===== src/rtl/arm_fetch_pkg.sv =====
// Shared types for the fetch stage: widths, fetch state encoding and the
// prefetch queue entry layout.
package arm_fetch_pkg;

    localparam int PC_W    = 64;
    localparam int INSTR_W = 32;

    typedef enum logic [0:0] {
        RUN   = 1'b0,
        FAULT = 1'b1
    } fetch_state_t;

    typedef struct packed {
        logic [PC_W-1:0]    pc;
        logic [INSTR_W-1:0] instr;
    } fetch_entry_t;

    // Sequential PC step; wraps modulo 2^64 by construction.
    function automatic logic [PC_W-1:0] pc_incr(input logic [PC_W-1:0] pc);
        return pc + PC_W'(4);
    endfunction

endpackage


===== src/rtl/fetch_queue.sv =====
// Synchronous prefetch FIFO of {pc, instr} entries. Flush empties the queue
// and takes priority over any push or pop in the same cycle.
module fetch_queue
    import arm_fetch_pkg::*;
#(
    parameter int DEPTH = 4,
    localparam int PW = $clog2(DEPTH),
    localparam int CW = PW + 1
) (
    input  logic         clk,
    input  logic         reset,
    input  logic         push,
    input  logic         pop,
    input  logic         flush,
    input  fetch_entry_t wdata,
    output logic         full,
    output logic         empty,
    output logic [CW-1:0] count,
    output fetch_entry_t head
);

    localparam logic [CW-1:0] FULL_CNT = CW'(DEPTH);

    fetch_entry_t  mem [DEPTH];
    logic [PW-1:0] rd_ptr;
    logic [PW-1:0] wr_ptr;
    logic          do_push;
    logic          do_pop;

    assign full    = (count == FULL_CNT);
    assign empty   = (count == '0);
    assign do_pop  = pop && !empty;
    // A full queue still accepts a push when the head leaves in the same cycle.
    assign do_push = push && (!full || do_pop);
    assign head    = mem[rd_ptr];

    always_ff @(posedge clk) begin
        if (reset) begin
            rd_ptr <= '0;
            wr_ptr <= '0;
            count  <= '0;
            for (int i = 0; i < DEPTH; i++) begin
                mem[i] <= '0;
            end
        end else if (flush) begin
            rd_ptr <= '0;
            wr_ptr <= '0;
            count  <= '0;
        end else begin
            if (do_push) begin
                mem[wr_ptr] <= wdata;
                wr_ptr      <= wr_ptr + 1'b1;
            end
            if (do_pop) begin
                rd_ptr <= rd_ptr + 1'b1;
            end
            case ({do_push, do_pop})
                2'b10:   count <= count + 1'b1;
                2'b01:   count <= count - 1'b1;
                default: count <= count;
            endcase
        end
    end

    assert property (@(posedge clk) disable iff (reset) count <= FULL_CNT);
    assert property (@(posedge clk) disable iff (reset) (wr_ptr - rd_ptr) == count[PW-1:0]);

endmodule


===== src/rtl/instr_fetch_unit.sv =====
// Fetch stage: PC register, instruction memory request, prefetch queue and
// redirect handling. Define FETCH_ALIGN_CHECK_EN to trap misaligned redirects.
//
//  state | meaning
//  ------+-----------------------------------------------------------------
//  RUN   | fetching sequentially, honouring redirects and decode backpressure
//  FAULT | misaligned redirect seen; fetch halted, queue empty until reset
module instr_fetch_unit
    import arm_fetch_pkg::*;
#(
    parameter logic [PC_W-1:0] RESET_PC = 64'h0,
    parameter int DEPTH    = 4,
    parameter int IM_WORDS = 1024
) (
    input  logic               clk,
    input  logic               reset,
    output logic [PC_W-1:0]    IM_Address,
    input  logic [INSTR_W-1:0] IM_Instruction,
    input  logic               Redirect,
    input  logic [PC_W-1:0]    RedirectPC,
    output logic               Out_Valid,
    input  logic               Out_Ready,
    output logic [INSTR_W-1:0] Out_Instruction,
    output logic [PC_W-1:0]    Out_PC,
    output logic               Fault
);

    localparam int AW = $clog2(IM_WORDS);
    localparam int CW = $clog2(DEPTH) + 1;

    fetch_state_t    state;
    fetch_state_t    state_next;
    logic [PC_W-1:0] pc;
    logic [PC_W-1:0] pc_next;
    logic [PC_W-1:0] redirect_target;
    logic            misaligned;
    logic            q_push;
    logic            q_pop;
    logic            q_flush;
    logic            q_full;
    logic            q_empty;
    logic [CW-1:0]   q_count;
    fetch_entry_t    q_wdata;
    fetch_entry_t    q_head;
    logic            unused_count;

`ifdef FETCH_ALIGN_CHECK_EN
    assign misaligned = (RedirectPC[1:0] != 2'b00);
    assign Fault      = (state == FAULT);
`else
    logic unused_redirect_lsbs;
    assign misaligned           = 1'b0;
    assign Fault                = 1'b0;
    assign unused_redirect_lsbs = ^RedirectPC[1:0];
`endif

    assign unused_count    = ^q_count;
    assign redirect_target = {RedirectPC[PC_W-1:2], 2'b00};

    assign IM_Address      = {{(PC_W-AW){1'b0}}, pc[2 +: AW]};
    assign Out_Valid       = (state == RUN) && !q_empty;
    assign q_pop           = Out_Valid && Out_Ready;
    assign q_wdata         = '{pc: pc, instr: IM_Instruction};
    assign Out_PC          = q_head.pc;
    assign Out_Instruction = q_head.instr;

    always_ff @(posedge clk) begin
        if (reset) begin
            state <= RUN;
            pc    <= {RESET_PC[PC_W-1:2], 2'b00};
        end else begin
            state <= state_next;
            pc    <= pc_next;
        end
    end

    always_comb begin
        state_next = state;
        pc_next    = pc;
        q_push     = 1'b0;
        q_flush    = 1'b0;
        case (state)
            RUN: begin
                if (Redirect) begin
                    // Any head consumed in this cycle is discarded with the flush.
                    q_flush = 1'b1;
                    if (misaligned) begin
                        state_next = FAULT;
                    end else begin
                        pc_next = redirect_target;
                    end
                end else if (!q_full || q_pop) begin
                    q_push  = 1'b1;
                    pc_next = pc_incr(pc);
                end
            end
            FAULT: begin
                q_flush = 1'b1;
            end
            default: begin
                state_next = RUN;
            end
        endcase
    end

    fetch_queue #(
        .DEPTH (DEPTH)
    ) u_queue (
        .clk   (clk),
        .reset (reset),
        .push  (q_push),
        .pop   (q_pop),
        .flush (q_flush),
        .wdata (q_wdata),
        .full  (q_full),
        .empty (q_empty),
        .count (q_count),
        .head  (q_head)
    );

    assert property (@(posedge clk) disable iff (reset) pc[1:0] == 2'b00);

endmodule


===== config.mk =====
export PLATFORM = sky130hd
export DESIGN_NAME = instr_fetch_unit
export DESIGN_NICKNAME = d
export VERILOG_FILES = /design/src/rtl/arm_fetch_pkg.sv /design/src/rtl/fetch_queue.sv /design/src/rtl/instr_fetch_unit.sv
export SDC_FILE = /design/constraint.sdc
export NUM_CORES = 1
export LEC_CHECK = 0
export CORE_MARGIN = 5
export CORE_UTILIZATION = 60
export CTS_CLUSTER_SIZE = 16
export DETAILED_ROUTE_END_ITERATION = 8
export HOLD_SLACK_MARGIN = 0.03
export PLACE_DENSITY = 0.82
export SLEW_MARGIN = 20
export SYNTH_ARGS = -nofsm -noshare
export SYNTH_HDL_FRONTEND = slang
export SYNTH_SLANG_ARGS = --single-unit

===== constraint.sdc =====
create_clock -name clk -period 23.6 [get_ports clk]
set_clock_uncertainty 0.2 [all_clocks]
set_input_delay 4.72 -clock clk [delete_from_list [all_inputs] [get_ports clk]]
set_output_delay 4.72 -clock clk [all_outputs]
set_load 0.05 [all_outputs]

### Word level (Yosys, flattened, before mapping)

Memory sizes are Yosys's and may differ from the RTL's. A register that Yosys moved wholly into a read port is not among the register bits.
Index checks and enable logic that the tools add are counted.

* register bits after elaboration: 72
* RAM bits: 384
* bits of input ports: 100
* word-level logic and storage cells: 49
* memories kept: 1

Memories
* u_queue.mem: depth 4, bits a word 96, rd ports 1, clocked after memory_dff 1, write ports 4, line fetch_queue.sv:24 `fetch_entry_t mem [DEPTH];`

* add/subtract/negate cells: 5
* eq/ne operators: 3
* muxes and demuxes: 20
* bitwise logic cells: 1
* reductions and logical operators: 14

Operator list (number)
* 64-bit 2-to-1 mux: 2
* 96-bit 2-to-1 mux: 1
* 96-bit OR reduction: 1
* 64-bit by 3-bit adder with 64-bit output (second input constant): 1
* 1-bit 2-to-1 mux: 12
* 2-bit 2-to-1 mux: 3
* 3-bit one-hot mux with 2 select lines: 1
* 2-bit by 1-bit adder with 2-bit output (second input constant): 2
* 1-bit logical AND: 4
* 2-bit nonzero test: 2
* 3-bit by 1-bit adder with 3-bit output (second input constant): 1
* 3-bit == test (second input constant): 1
* 3-bit logical NOT: 1
* 3-bit by 1-bit subtractor with 3-bit output (second input constant): 1
* 2-bit by 1-bit == test with 1-bit output (second input constant): 1
* 2-bit == test (second input constant): 1
* 1-bit logical NOT: 2
* 1-bit logical OR: 2
* 1-bit one-hot mux with 2 select lines: 1
* 2-bit AND reduction: 1
* 2-bit OR reduction: 1
* 1-bit NOT: 1

### Longest topological paths before layout

* depth in word-level cells: 15
* mapped depth: 10
* gate-level depth less buffers: 9

### Hierarchy

From an unflattened synthesis, not the netlist that was laid out.

* cells, all modules: 1544
* area, all modules: 21242.9 sq um

By module, submodules not included
* fetch_queue: instances 1, cells an instance 994, area an instance 16940.0 sq um
* instr_fetch_unit: instances 1, cells an instance 550, area an instance 4302.9 sq um

### Worst setup path after synthesis

OpenSTA, ideal clock, no wires.

* path kind: input to register
* start point: in Out_Ready
* end point: mem u_queue.mem[0][0] (netlist name) (enable)
* data arrival time: 11.995 ns
* data required time: 22.720 ns
* slack: 10.726 ns
* stages on the path: 4
* buffers on the path: 1
* path through: or4b_1 -> clkbuf_1 -> nand2_1 -> o21ai_0

RTL lines
* start: declaration: line instr_fetch_unit.sv:22 `input logic Out_Ready,`
* end: declaration: line fetch_queue.sv:24

==> flow_results.xml <==
<?xml version="1.0" encoding="UTF-8"?>
<metrics>
  <group name="critical_path">
    <metric name="rr_startpoint" unit="">u_queue.count[0]</metric>
    <metric name="cpMostUsedCell" unit="">sky130_fd_sc_hd__buf_4</metric>
    <metric name="crit_path_max_incr_delay" unit="ns">0.78</metric>
    <metric name="timing.critical_path.cells" unit="">buf_4, buf_4, mux4_2, clkdlybuf4s50_1</metric>
    <metric name="critical_path_peak_fanout" unit="">42</metric>
    <metric name="cp.required" unit="ns">18.68</metric>
    <metric name="crit_path_start_kind" unit="">flip-flop</metric>
    <metric name="arrival" unit="ns">4.08</metric>
    <metric name="cp-end-kind" unit="">output pin</metric>
    <metric name="worstSetupPathType" unit="">flip-flop to output pin</metric>
    <metric name="cpMaxStageDelayCell" unit="">sky130_fd_sc_hd__buf_4</metric>
  </group>
  <group name="floorplan">
    <metric name="floorplan.core_area" unit="sq um">33700</metric>
    <metric name="start_util" unit="%">61.1</metric>
    <metric name="floorplan.die.width" unit="microns">195</metric>
    <metric name="num_io_pins" unit="">262</metric>
    <metric name="chipHeight" unit="microns">195</metric>
    <metric name="fp.dieArea" unit="sq um">38100</metric>
    <metric name="rows" unit="">67</metric>
  </group>
  <group name="power">
    <metric name="p_per_area" unit="nW/um^2">76.0</metric>
    <metric name="total_power" unit="W">0.00184</metric>
    <metric name="max_rail_drop_vdd" unit="V">0.0000596</metric>
    <metric name="cellLeakagePower" unit="nW">9.15</metric>
  </group>
  <group name="yosys">
    <metric name="synth_ff_type" unit="">sky130_fd_sc_hd__edfxtp_1</metric>
    <metric name="synth_edf_count" unit="">380</metric>
    <metric name="netlist-cell-type-count" unit="">61</metric>
    <metric name="netlist_top_cells_area" unit="">sky130_fd_sc_hd__edfxtp_1 (55%), sky130_fd_sc_hd__mux4_2 (10%), sky130_fd_sc_hd__dfxtp_1 (6.9%)</metric>
    <metric name="synth_largest_area_cell" unit="">sky130_fd_sc_hd__edfxtp_1</metric>
    <metric name="post_synth_inst_count" unit="">1598</metric>
    <metric name="post-synth-top-area-fraction" unit="%">55.4</metric>
    <metric name="synthesis.area" unit="sq um">20600</metric>
    <metric name="ys_warn_count" unit="">0</metric>
    <metric name="asyncSetResetFlopFracSynth" unit="%">0</metric>
    <metric name="yosysMostFrequentCell" unit="">sky130_fd_sc_hd__edfxtp_1</metric>
    <metric name="yosysSeqAreaShare" unit="%">62.3</metric>
    <metric name="ys_ff_latch" unit="">451</metric>
    <metric name="synth.cells.most_frequent" unit="">sky130_fd_sc_hd__edfxtp_1 (380), sky130_fd_sc_hd__nor2_1 (279), sky130_fd_sc_hd__nand2_1 (136)</metric>
    <metric name="avgSynthCellArea" unit="sq um">12.9</metric>
  </group>
  <group name="finish">
    <metric name="post_route_cells_drive_above_1_share" unit="%">12.2</metric>
    <metric name="instances_no_fill" unit="">2251</metric>
    <metric name="area_growth" unit="%">17.5</metric>
    <metric name="sequential_cell_area" unit="sq um">12800</metric>
    <metric name="nFillCells" unit="">2233</metric>
    <metric name="num-nets-final" unit="">1867</metric>
    <metric name="multi_input_comb_area" unit="sq um">6740</metric>
    <metric name="finish.instance_area" unit="sq um">24200</metric>
  </group>
  <group name="placed_design">
    <metric name="placed_instances" unit="">2162</metric>
    <metric name="place.port_buffers" unit="">204</metric>
    <metric name="dp_slack" unit="ns">14.78</metric>
    <metric name="routabilityCongestion" unit="">0.842</metric>
    <metric name="detailed_place.area" unit="sq um">22700</metric>
    <metric name="place.detailed.hpwl" unit="mm">30.8</metric>
  </group>
  <group name="detailed_routing">
    <metric name="drtIter0Drc" unit="">1291</metric>
    <metric name="detail_route.wl_per_cell" unit="microns">22.5</metric>
    <metric name="detail-route-antenna-nets" unit="">0</metric>
    <metric name="drt_drc_violations_left" unit="">0</metric>
    <metric name="total_vias_in_the_final_route" unit="">13400</metric>
    <metric name="drt_wl_total" unit="mm">50.7</metric>
    <metric name="number_of_detailed_route_iterations_in_the_first_pass" unit="">5</metric>
    <metric name="detail_route.vias_per_cell" unit="">5.96</metric>
  </group>
  <group name="clock_tree">
    <metric name="cts_sinks" unit="">451</metric>
    <metric name="cts_clock_pin_slew_for_the_worst_setup_and_hold_paths" unit="ns">0.06</metric>
    <metric name="cts_repair_resize_count" unit="">0</metric>
    <metric name="cts-buffers-inserted" unit="">47</metric>
    <metric name="tritoncts" unit="">yes</metric>
    <metric name="cts.repair_timing.setup_buffer_count" unit="">0</metric>
    <metric name="insertion_delay" unit="ns">0.55</metric>
    <metric name="clock_tree.root_cell" unit="">sky130_fd_sc_hd__clkbuf_16</metric>
    <metric name="cts_htree_levels" unit="">2</metric>
    <metric name="post_cts_hold_buffer_count" unit="">0</metric>
    <metric name="cts_max_path_buffers" unit="">3</metric>
  </group>
  <group name="timing">
    <metric name="fmax" unit="MHz">111</metric>
    <metric name="timing_max_transition_violations_final" unit="">0</metric>
    <metric name="tightest_slew" unit="ns">1.05</metric>
    <metric name="report.final.hold_viol_count" unit="">0</metric>
    <metric name="final_critical_path_setup_slack" unit="ns">14.60</metric>
    <metric name="final.period_utilization" unit="%">38.1</metric>
    <metric name="finalWorstPathRequiredPeriod" unit="ns">9.00</metric>
    <metric name="max-slew-margin-rel" unit="%">29.6</metric>
    <metric name="tns" unit="ns">0</metric>
    <metric name="grt_setup_unrepaired" unit="">no</metric>
    <metric name="report.final.setup_viol" unit="">0</metric>
  </group>
  <group name="worst_hold_path">
    <metric name="timing.hold.worst.class" unit="">flip-flop to flip-flop</metric>
    <metric name="min-delay-start" unit="">u_queue.rd_ptr[1]</metric>
  </group>
  <group name="job">
    <metric name="max_capacitance_violation_total" unit="">0</metric>
  </group>
  <group name="global_routing">
    <metric name="number_of_antenna_violations_at_the_first_check_in_global_routing" unit="">1</metric>
    <metric name="number_of_global_route_vias_before_repair" unit="">13600</metric>
    <metric name="grt_start_max_net_pins" unit="">72</metric>
    <metric name="gr-usage-all-layers" unit="%">26.3</metric>
    <metric name="grt.overflow.total" unit="">0</metric>
    <metric name="global_route_wire_length_before_repair" unit="mm">78.3</metric>
  </group>
  <group name="status">
    <metric name="run_status" unit="">finished clean</metric>
  </group>
</metrics>
[worst max-delay path: cells and delay by family (launching register included)]
kind / cells / cell delay (ns)
buffers and inverters: 3 / 2.18
flip-flops: 1 / 0.67
multiplexers: 1 / 0.62
[cell usage in the layout, fill, tap and decap left out, types with 3 or more instances in the layout]
cell type and instances:
sky130_fd_sc_hd__a2111oi_2 5, sky130_fd_sc_hd__a211oi_1 25, sky130_fd_sc_hd__a211oi_2 3, sky130_fd_sc_hd__a21oi_1 11
sky130_fd_sc_hd__a311oi_1 12, sky130_fd_sc_hd__and2_1 70, sky130_fd_sc_hd__and3_1 8, sky130_fd_sc_hd__and4_1 16
sky130_fd_sc_hd__buf_4 19, sky130_fd_sc_hd__clkbuf_1 13, sky130_fd_sc_hd__clkbuf_16 49, sky130_fd_sc_hd__clkdlybuf4s50_1 202
sky130_fd_sc_hd__clkinv_1 14, sky130_fd_sc_hd__clkinv_2 7, sky130_fd_sc_hd__conb_1 59, sky130_fd_sc_hd__dfxtp_1 69
sky130_fd_sc_hd__edfxtp_1 380, sky130_fd_sc_hd__inv_1 110, sky130_fd_sc_hd__mux2i_1 5, sky130_fd_sc_hd__mux4_2 95
sky130_fd_sc_hd__nand2_1 135, sky130_fd_sc_hd__nand3_1 23, sky130_fd_sc_hd__nand3_2 3, sky130_fd_sc_hd__nand4_1 24
sky130_fd_sc_hd__nor2_1 277, sky130_fd_sc_hd__nor3_1 13, sky130_fd_sc_hd__nor4_1 12, sky130_fd_sc_hd__nor4_2 8
sky130_fd_sc_hd__nor4_4 3, sky130_fd_sc_hd__o21a_1 3, sky130_fd_sc_hd__o21ai_0 8, sky130_fd_sc_hd__o21ai_4 3
sky130_fd_sc_hd__o31ai_1 5, sky130_fd_sc_hd__or3_1 15, sky130_fd_sc_hd__or4_1 7, sky130_fd_sc_hd__or4_4 3
sky130_fd_sc_hd__xnor2_1 21, sky130_fd_sc_hd__xor2_1 19
[layout make-up]
type                       instances  area share, %
sequential                       451           53.1
multi-input combinational        929           27.8
timing repair buffer             224           9.10
clock buffer                      64           5.38
tap                              448           2.32
inverter                         111           1.72
clock inverter                    23          0.533
antenna                            1         0.0103
[final timing paths]
path	cells after the start	to	slack, ns
max	4	Out_PC[7]	14.60
min	2	flip-flop	0.34
max reg2reg	5	u_queue.mem[0][86]	19.75
min reg2reg	2	flip-flop	0.34
[per-layer routing]
metal / wire length, microns / vias up / track usage (%) / share of wire [%]
li1: - / 5979 / - / -
met1: 20100 / 6615 / 36.7 / 40
met2: 24500 / 732 / 43.3 / 48
met3: 4820 / 90 / 4.77 / 9.5
met4: 1270 / 2 / 7.55 / 2.5
met5: 7 / - / 0 / 0.014
[where the power goes]
| group | leakage, nW | switching [W] | internal (W) | total, W |
|---|---|---|---|---|
| Clock | 0.703 | 0.000291 | 0.000397 | 0.000688 |
| Combinational | 3.90 | 0.000146 | 0.0000711 | 0.000217 |
| Sequential | 4.55 | 0.0000246 | 0.000908 | 0.000933 |
[logic make-up after synthesis]
logic type,Yosys count,share of synthesized area [%]
xor gates and xnor gates,40,1.70
buffers and inverters,276,6.40
muxes,100,10.6
adders and majority gates,3,0.219
AOI/OAI and AO/OA,92,3.62
and+or+nand+nor,635,15.1
other,1,0.0182
DFF,451,62.3
[stage by stage]
step / hold slack (ns) / util, %
final: 0.343 / 71.8
after global routing: 0.368 / 71.8
after CTS: 0.349 / 71.7
after detailed placement: 0.317 / 67.4
after global placement: 0.289 / 67.4
after floorplan: 0.270 / -
[flip-flops by register name, summed over array words and instances, names as in the netlist, named ones only]
name and cells:
u_queue.rd_ptr 2, u_queue.mem 380, u_queue.wr_ptr 2, pc 62
u_queue.count 3
Power figures use the tool's default switching activity.
